**src/rtl/ahb_burst_master.sv**
```systemverilog
// AHB-Lite burst master: SINGLE/INCR4/INCR8/INCR16 incrementing bursts with
// address/data phase pipelining, unlimited slave wait states and two-cycle
// ERROR response handling. One burst in flight at a time.
module ahb_burst_master #(
  parameter int DATA_WIDTH = 32,
  parameter int ADDR_WIDTH = 32,
  parameter int NUM_SLAVES = 4,
  localparam int SEL_W = (NUM_SLAVES > 1) ? $clog2(NUM_SLAVES) : 1
) (
  input  logic                  hclk,
  input  logic                  hreset,
  input  logic                  start,
  input  logic                  wr,
  input  logic [ADDR_WIDTH-1:0] addr,
  input  logic [1:0]            len,
  input  logic [SEL_W-1:0]      slave_sel,
  input  logic [DATA_WIDTH-1:0] wdata,
  input  logic                  hreadyout,
  input  logic                  hresp,
  input  logic [DATA_WIDTH-1:0] hrdata,
  output logic [SEL_W-1:0]      sel,
  output logic [ADDR_WIDTH-1:0] haddr,
  output logic                  hwrite,
  output logic [2:0]            hsize,
  output logic [2:0]            hburst,
  output logic [3:0]            hprot,
  output logic [1:0]            htrans,
  output logic                  hmastlock,
  output logic [DATA_WIDTH-1:0] hwdata,
  output logic                  wdata_ack,
  output logic [DATA_WIDTH-1:0] dout,
  output logic                  dout_valid,
  output logic                  busy,
  output logic                  done,
  output logic                  err
);

  localparam int BYTES   = DATA_WIDTH / 8;
  localparam int HSIZE_V = $clog2(BYTES);

  // ADDR:  first NONSEQ on the bus, no data phase yet
  // BURST: SEQ address phase overlapping the previous beat's data phase
  // LAST:  bus idle, final data phase outstanding
  // ERR:   first ERROR cycle seen, waiting for the second one
  typedef enum logic [2:0] {
    S_IDLE,
    S_ADDR,
    S_BURST,
    S_LAST,
    S_ERR
  } state_t;

  state_t state, state_nxt;

  logic [3:0]            beats_m1;
  logic [3:0]            beat_cnt;
  logic [3:0]            start_beats_m1;
  logic [ADDR_WIDTH-1:0] burst_bytes;
  logic                  misaligned;
  logic                  start_ok;
  logic                  start_rej;
  logic                  last_addr;
  logic                  addr_acc;
  logic                  beat_ok;
  logic                  fin_ok;
  logic                  fin_err;

  assign hsize     = 3'(HSIZE_V);
  assign hprot     = 4'b0011;
  assign hmastlock = 1'b0;
  assign busy      = (state != S_IDLE);
  assign last_addr = (beat_cnt == beats_m1);

  // Burst length decode and alignment check of a new request; a burst of at
  // most 128 bytes aligned to its own size can never cross a 1KB boundary
  always_comb begin
    start_beats_m1 = 4'd0;
    case (len)
      2'b00:   start_beats_m1 = 4'd0;
      2'b01:   start_beats_m1 = 4'd3;
      2'b10:   start_beats_m1 = 4'd7;
      default: start_beats_m1 = 4'd15;
    endcase
    burst_bytes = (ADDR_WIDTH'(start_beats_m1) + ADDR_WIDTH'(1)) << HSIZE_V;
    misaligned  = |(addr & (burst_bytes - ADDR_WIDTH'(1)));
    start_ok    = (state == S_IDLE) && start && !misaligned;
    start_rej   = (state == S_IDLE) && start && misaligned;
  end

  // Transfer type is a pure decode of the state so a reset forces IDLE at once
  always_comb begin
    case (state)
      S_ADDR:  htrans = 2'b10;
      S_BURST: htrans = 2'b11;
      default: htrans = 2'b00;
    endcase
  end

  // State register
  always_ff @(posedge hclk or posedge hreset) begin
    if (hreset) state <= S_IDLE;
    else        state <= state_nxt;
  end

  // Next-state logic and per-edge events (address accepted, beat completed, end)
  always_comb begin
    state_nxt = state;
    addr_acc  = 1'b0;
    beat_ok   = 1'b0;
    fin_ok    = 1'b0;
    fin_err   = 1'b0;
    case (state)
      S_IDLE: begin
        if (start_ok) state_nxt = S_ADDR;
      end
      S_ADDR: begin
        if (hreadyout) begin
          addr_acc  = 1'b1;
          state_nxt = last_addr ? S_LAST : S_BURST;
        end
      end
      S_BURST: begin
        if (hresp) begin
          if (hreadyout) begin
            fin_err   = 1'b1;
            state_nxt = S_IDLE;
          end else begin
            state_nxt = S_ERR;
          end
        end else if (hreadyout) begin
          beat_ok   = 1'b1;
          addr_acc  = 1'b1;
          state_nxt = last_addr ? S_LAST : S_BURST;
        end
      end
      S_LAST: begin
        if (hresp) begin
          if (hreadyout) begin
            fin_err   = 1'b1;
            state_nxt = S_IDLE;
          end else begin
            state_nxt = S_ERR;
          end
        end else if (hreadyout) begin
          beat_ok   = 1'b1;
          fin_ok    = 1'b1;
          state_nxt = S_IDLE;
        end
      end
      S_ERR: begin
        if (hreadyout) begin
          fin_err   = 1'b1;
          state_nxt = S_IDLE;
        end
      end
      default: state_nxt = S_IDLE;
    endcase
  end

  // Address/control latching, beat counting, write/read data and status pulses
  always_ff @(posedge hclk or posedge hreset) begin
    if (hreset) begin
      haddr      <= '0;
      hwrite     <= 1'b0;
      hburst     <= '0;
      sel        <= '0;
      hwdata     <= '0;
      dout       <= '0;
      beats_m1   <= '0;
      beat_cnt   <= '0;
      wdata_ack  <= 1'b0;
      dout_valid <= 1'b0;
      done       <= 1'b0;
      err        <= 1'b0;
    end else begin
      done       <= fin_ok | fin_err | start_rej;
      err        <= fin_err | start_rej;
      wdata_ack  <= addr_acc & hwrite;
      dout_valid <= beat_ok & ~hwrite;
      if (start_ok) begin
        haddr    <= addr;
        hwrite   <= wr;
        hburst   <= {len, |len};
        sel      <= slave_sel;
        beats_m1 <= start_beats_m1;
        beat_cnt <= '0;
      end else if (addr_acc) begin
        beat_cnt <= beat_cnt + 4'd1;
        if (!last_addr) haddr <= haddr + ADDR_WIDTH'(BYTES);
      end
      if (addr_acc && hwrite) hwdata <= wdata;
      if (beat_ok && !hwrite) dout <= hrdata;
    end
  end

endmodule

```
**config.mk**
```make
export PLATFORM = sky130hd
export DESIGN_NAME = ahb_burst_master
export DESIGN_NICKNAME = d
export VERILOG_FILES = /design/src/rtl/ahb_burst_master.sv
export SDC_FILE = /design/constraint.sdc
export NUM_CORES = 1
export LEC_CHECK = 0
export ABC_CLOCK_PERIOD_IN_PS = 5100
export CAP_MARGIN = 40
export CORE_UTILIZATION = 35
export DETAILED_ROUTE_END_ITERATION = 12
export DONT_BUFFER_PORTS = 1
export GPL_TIMING_DRIVEN = 0
export SETUP_SLACK_MARGIN = 0.15
export SYNTH_ARGS = -nofsm -noshare
export SYNTH_HDL_FRONTEND = slang
export SYNTH_SLANG_ARGS = --single-unit
export TNS_END_PERCENT = 50
```
**constraint.sdc**
```tcl
create_clock -name hclk -period 5.1 [get_ports hclk]
set_clock_uncertainty 0.05 [all_clocks]
set_input_delay 1.02 -clock hclk [delete_from_list [all_inputs] [get_ports hclk]]
set_output_delay 1.02 -clock hclk [all_outputs]
set_load 0.005 [all_outputs]
```
==> impl_results.md, run 1 <==
* Post-synth top area cell: dfrtp_1
* RD Place Congestion at 0.798
* CTS Hold Bufs at 0
* Main synth FF type: dfrtp_1
* Count leader, synth: dfrtp_1
* Drt total wl at 12.8 mm
* PwrDens at 621 nW/um2
* Max VDD drop at 215 uV
* Cells after DPL at about 650
* GR peak layer: met2
* Reg2reg setup slack at 2660 ps
* Port Buffers at 0
* Pleak at 2.74 nW
* CP Capture Type: flop
* Number of synthesized flops with an enable pin at 0
* Setup bufs post-CTS at 0
* Hold Path Cell Cnt at 2
* Antenna violations before repair at 0
* Drt drc at 0
* Unrepaired setup endpoints after global routing: no
* CP max FO at 10
* Hold wc startpoint: beats_m1[3]
* Dominant cells by area after synthesis: dfrtp_1 55%, mux2_2 14%, nand2_1 4.3%, xor2_1 2.8%, nand3_1 1.9%
* GRT Overall Usage at 17.3%
* Distinct cells, synth at 47
* Mapped Cells at around 450
* Met1 usage at 21.1%
* Yosys reg bits at ~120
* Max-slew headroom at between 50% and 60%
* WL per Instance at ~19 um
* Status: completed
* CP arrival at 2690 ps
* Setup crit start: state[1]
* Synthesized cell area at ~5300 um2
* Final worst path period share at 47.8%
* Vias/cell at 5.29
* Slew of the pin with the lowest slew margin at between 700 and 800 ps
* Final Max Slew Viols at 0
* Router iterations before antenna repair at 4
* Required @ worst endpoint at approximately 5400 ps
* Min cycle time layout at 2440 ps
* Ports at around 220
* HP Class: flop to flop
* R2R Path End: state[0]
* Core ar. at 14600 um2
* Crit-path max cell delay at 490 ps
* Overall power at 3.83 mW
* H-tree depth at 4
* Syn. warnings at 0
* Final setup fails at 0
* Die W at about 120 um
* DP HPWL at approximately 9.3 mm
* Setup crit start kind: flop
* Vias in the first global route at 3803
* Vias at 3580
* Worst-path clk slew at 50 ps
* Setup TNS at 0 ps
* M3 GR Usage at 5.37%
* Worst skew pair latency at approximately 400 ps
* Worst path top cell family by delay: compound AO/OA/AOI/OAI gates
* Final non-filler cell total at around 680
* # Max-Cap Violations at 0
* Reg2reg start: state[1]
* Hold_ws at approximately 440 ps
* Register area share after synthesis at 55.2%
* TritonCTS clock tree: yes
* Final net count at a little under 600
* CP Cell Sequence: buf_4 > nor4b_2 > o2111ai_1 > clkbuf_1 > a221oi_1
* Final ANT Viol Nets at 0
* Area delta synth->final at 17.5%
* First-pass GRT wire length at between 20 and 25 mm
* Root Driver: clkbuf_16
* CTS Sinks at 116
* Share of layout cells above drive strength 1 at 25.6%
* FF-to-FF path depth at 5
* Die H at about 120 um
* Starting Density at 36.0%
* CTS max path bufs at 2
* GR Util met2 at between 20 and 30%
* Ys async rst share at 100%
* Maximum clock rate at 410 MHz
* Total congestion overflow at 0
* WP buf/inv at 2
* Die area at 15500 um2
* 1st-iter DRT viols at ~190
* Critical-path top delay cell: o2111ai_1
* Rows at 44
* Number of buffers created by CTS at 17
* Post-synth top area share at 55.2%
* Syn Area/Cell at between 10 and 15 um2
* Count of final hold-check violations at 0
* CTS resizes at 0
* Post-synth top cells: 116 x dfrtp_1, 67 x mux2_2, 60 x nand2_1
* Ant. Diodes at 0
* Largest net degree at the start of global routing at 68
* Hold endpoint: beats_m1[3]
* Setup CP Type: flop to flop
[per-stage QoR]
step	util, %	cell area, um2	setup slack (ps)
after floorplan	-	5280	958
after global placement	37.8	5510	-173
after detailed placement	38.0	5540	2220
after CTS	42.3	6180	2620
after global routing	42.3	6180	2430
final	42.3	6180	2660
[area by class of cell]
class	count	area (um2)
buffer	30	176
clock buffer	23	488
clock inverter	9	149
fill	1344	8410
inverter	6	25.0
multi-input combinational	308	2180
sequential	116	2900
tap	184	230
timing repair buffer	1	27.5
[how the worst max path moves through the flow]
| stage | endpoint | slack, ps | depth (start not counted) |
|---|---|---|---|
| 2_1_floorplan | beat_cnt[0] | 960 | 1 |
| 3_3_place_gp | dout[6] | -170 | 1 |
| 3_5_place_dp | state[0] | 2220 | 4 |
| 4_1_cts | state[0] | 2620 | 5 |
| 5_1_grt | haddr[21] | 2430 | 6 |
| 6_report | state[0] | 2660 | 5 |
[cell families (layout without fill, tap and decap cells)]
kind of cell               Yosys count  after routing  share of synthesized area, %
and+or+nand+nor                    155            155                          15.3
xor gates and xnor gates            24             24                          4.00
other                                2              8                         0.143
adders and majority gates            2              2                         0.476
buffers and inverters               36             69                          3.78
muxes                               72             72                          15.3
DFF                                116            116                          55.2
AOI/OAI and AO/OA                   47             47                          5.78
[report_power, final]
group / switching, mW / internal, mW
clock network: 0.412 / 0.867
registers: 0.415 / 1.34
logic: 0.368 / 0.433
total: 1.20 / 2.64
[placed cells by master (no fill, tap or decap), types with 7 or more instances in the layout]
cell type and instances:
dfrtp_1 116, mux2_2 67, nand2_1 60, nand3_1 20, o21ai_0 19, nor2_1 17, xor2_1 17, clkbuf_16 17
nand4_1 14, clkbuf_1 11, buf_4 10, buf_2 9, conb_1 8, xnor2_1 7
[registers in the layout, summed over array words and instances, names as in the netlist]
name	cells
beat_cnt	4
beats_m1	3
done	1
dout	32
dout_valid	1
err	1
haddr	32
hburst	3
hwdata	32
hwrite	1
sel	2
state	3
wdata_ack	1
[layer usage]
metal / routed length (um) / vias to the layer above
met5: 0 / -
met3: 828 / 13
li1: - / 1637
met1: 5330 / 1778
met4: 205 / 0
met2: 6400 / 152
[tightest hold or removal path, cell delays in order (launching register included)]
cell and delay [ps]:
dfrtp_1 350, nand2_1 50, nand2_1 50
(Power assumes the default switching activity.)
==> inputs of run 2 (changes only) <==
ABC_CLOCK_PERIOD_IN_PS = 2400   (was 5100)
clock period = 2.4 ns   (was 5.1 ns; I/O delays follow)
==> run 2 against run 1 <==
Against the previous run:
- cell count increased by 0.30%
- maximum frequency increased by 15%
- via count down 0.61%
- combinational power is 120% higher
- largest power group unchanged
- critical path type unchanged
- final area up 1.2%
- register-to-register slack got worse by 2400 ps
- largest cell class unchanged
- worst setup slack lost 2400 ps
==> impl_results.md, run 2 (synthesized netlist as in run 1, its figures left out) <==
* Status: completed
* Sequential power share at 46.1% (+0.4 points)
* Setup bufs post-CTS at 0 (unchanged)
* GRT Overall Usage at 17.0% (-0.32 points)
* # Max-Cap Violations at 0 (unchanged)
* First-pass GRT wire length at 20.3 mm (-1.7%)
* Final ANT Viol Nets at 0 (unchanged)
* Port Buffers at 0 (unchanged)
* Required @ worst endpoint at 2630 ps (-2720 ps)
* Sw frac at 31.7% (+0.49 points)
* Crit-path max cell delay at 440 ps (-50 ps)
* DP HPWL at 9.53 mm (+2.9%)
* Int Power at 5.54 mW (+110%)
* Final net count at 591 (+0.51%)
* Setup crit start kind: flop
* NetSw at 2.57 mW (+110%)
* Count of final hold-check violations at 0 (unchanged)
* Most frequent cells in the layout: 115 x dfrtp_1, 67 x mux2_2, 60 x nand2_1
* Rows at 44 (unchanged)
* CP Capture Type: flop
* Final setup fails at 0 (unchanged)
* Area after DPL at 5580 um2 (+0.75%)
* Largest net degree at the start of global routing at 40 (-41%)
* RD Place Congestion at 0.765 (-4.1%)
* Antenna violations before repair at 0 (unchanged)
* HP Class: input pin to flop
* Total congestion overflow at 0 (unchanged)
* Starting Density at 36.0% (unchanged)
* 1st-iter DRT viols at 144 (-25%)
* CTS Sinks at 116 (unchanged)
* Final Max Slew Viols at 0 (unchanged)
* Reg2reg start: state[1]
* Ant. Diodes at 0 (unchanged)
* Area delta synth->final at 18.9%
* Hold wc startpoint: hreadyout
* Largest regs: dout: 32 flops, haddr: 32 flops, hwdata: 32 flops
* Fin area at 6250 um2 (+1.2%)
* TritonCTS clock tree: yes
* Max VDD drop at 435 uV (+100%)
* Die area at 15500 um2 (unchanged)
* Share of layout cells above drive strength 1 at 27.5% (+1.9 points)
* Max-slew headroom at 61.2% (+11 points)
* Ports at 223 (unchanged)
* Die H at 125 um (unchanged)
* Pleak at 2.77 nW (+1.0%)
* Min cycle time layout at 2130 ps (-312 ps)
* Hold Path Cell Cnt at 1 (-1)
* Most common cell after layout, fill and taps aside: dfrtp_1
* Vias/cell at 5.24 (-0.91%)
* Reg2reg setup slack at 270 ps (-2390 ps)
* Fraction of power consumed by the clock network at 32.3% (-1.1 points)
* Hold endpoint: state[2]
* WL per Instance at 18.8 um (-0.39%)
* Final worst path period share at 88.7% (+41 points)
* Vias at 3558 (-0.61%)
* Maximum clock rate at 470 MHz (+15%)
* Part of the power in combinational logic at 21.5% (+0.6 points)
* Drt drc at 0 (unchanged)
* Core ar. at 14600 um2 (unchanged)
* Root Driver: clkbuf_16
* Vias in the first global route at 3668 (-3.5%)
* R2R Path End: haddr[30]
* CP Cell Sequence: buf_4 > nor4b_4 > o2111a_1 > buf_2 > clkbuf_4 > nor2_1 > mux2i_1 > nand3_1
* Setup CP Type: flop to flop
* Worst-path clk slew at 50 ps (about the same)
* PwrDens at 1300 nW/um2 (+110%)
* Number of buffers created by CTS at 17 (unchanged)
* CP max FO at 10 (unchanged)
* Slew of the pin with the lowest slew margin at 582 ps (-162 ps)
* Critical-path top delay cell: nor4b_4
* Router iterations before antenna repair at 4 (unchanged)
* H-tree depth at 4 (unchanged)
* Die W at 125 um (unchanged)
* Drt total wl at 12.7 mm (about the same)
* Worst skew pair latency at 410 ps (about the same)
* Unrepaired setup endpoints after global routing: yes
* CTS max path bufs at 2 (unchanged)
* Fin util at 42.8% (+0.49 points)
* FF-to-FF path depth at 8 (+3)
* CP arrival at 2360 ps (-330 ps)
[run 2: worst max path at each step]
stage	cells after the start	from	to	slack, ps
floorplan	1	hreset	beat_cnt[0]	460
CTS	7	state[1]	haddr[2]	120
detailed placement	5	state[1]	state[0]	-30
global placement	1	hreset	haddr[19]	-130
global route	5	haddr[19]	haddr[27]	130
finish	8	state[1]	haddr[30]	270
[run 2: layout make-up]
| class | count | area (um2) |
|---|---|---|
| Tap cell | 184 | 230 |
| Clock inverter | 10 | 156 |
| Multi-Input combinational cell | 308 | 2210 |
| Fill cell | 1395 | 8340 |
| Buffer | 30 | 188 |
| Timing Repair Buffer | 4 | 77.6 |
| Sequential cell | 116 | 2900 |
| Inverter | 6 | 26.3 |
| Clock buffer | 21 | 450 |
[run 2: worst max-delay path: cells and delay by family, from the launching register on]
family,cells,cell delay (ps)
buf+inv,3,640
compound gates,1,240
simple gates,3,580
mux,1,130
flops,1,380
[run 2: per-stage QoR]
stage | hold WS [ps] | setup WS (ps) | power [mW] | setup TNS, ps | std cells
after global placement | 432 | -132 | 5.38 | -14220 | 644
final | 85.1 | 271 | 8.11 | 0 | 679
after floorplan | 410 | 457 | 4.91 | 0 | 460
after global routing | 70.5 | 127 | 8.60 | 0 | 679
after detailed placement | 366 | -31.3 | 5.53 | -31.3 | 647
after CTS | 60.7 | 119 | 8.20 | 0 | 679
[run 2: timing repair]
action                                 in CTS  in global routing
pin swaps                                   0                  1
endpoints found under the hold margin      17                  0
setup endpoints to repair                  27                 72
resized for setup                           4                 16
hold buffers                                1                  0
[run 2: power groups by stage]
stage                     clock network [mW]  registers [mW]  logic [mW]
after floorplan                            0            3.48        1.43
after global placement                     0            3.73        1.65
after detailed placement                   0            3.77        1.75
after CTS                               2.68            3.75        1.76
after global routing                    2.79            3.85        1.97
final                                   2.62            3.74        1.74
[run 2: layer usage]
layer / wire length (um) / vias up / GRT usage (%)
met3: 799 / 16 / 5.11
met1: 5330 / 1764 / 20.4
li1: - / 1642 / -
met5: 0 / - / 0
met4: 255 / 0 / 7.44
met2: 6360 / 136 / 27.9
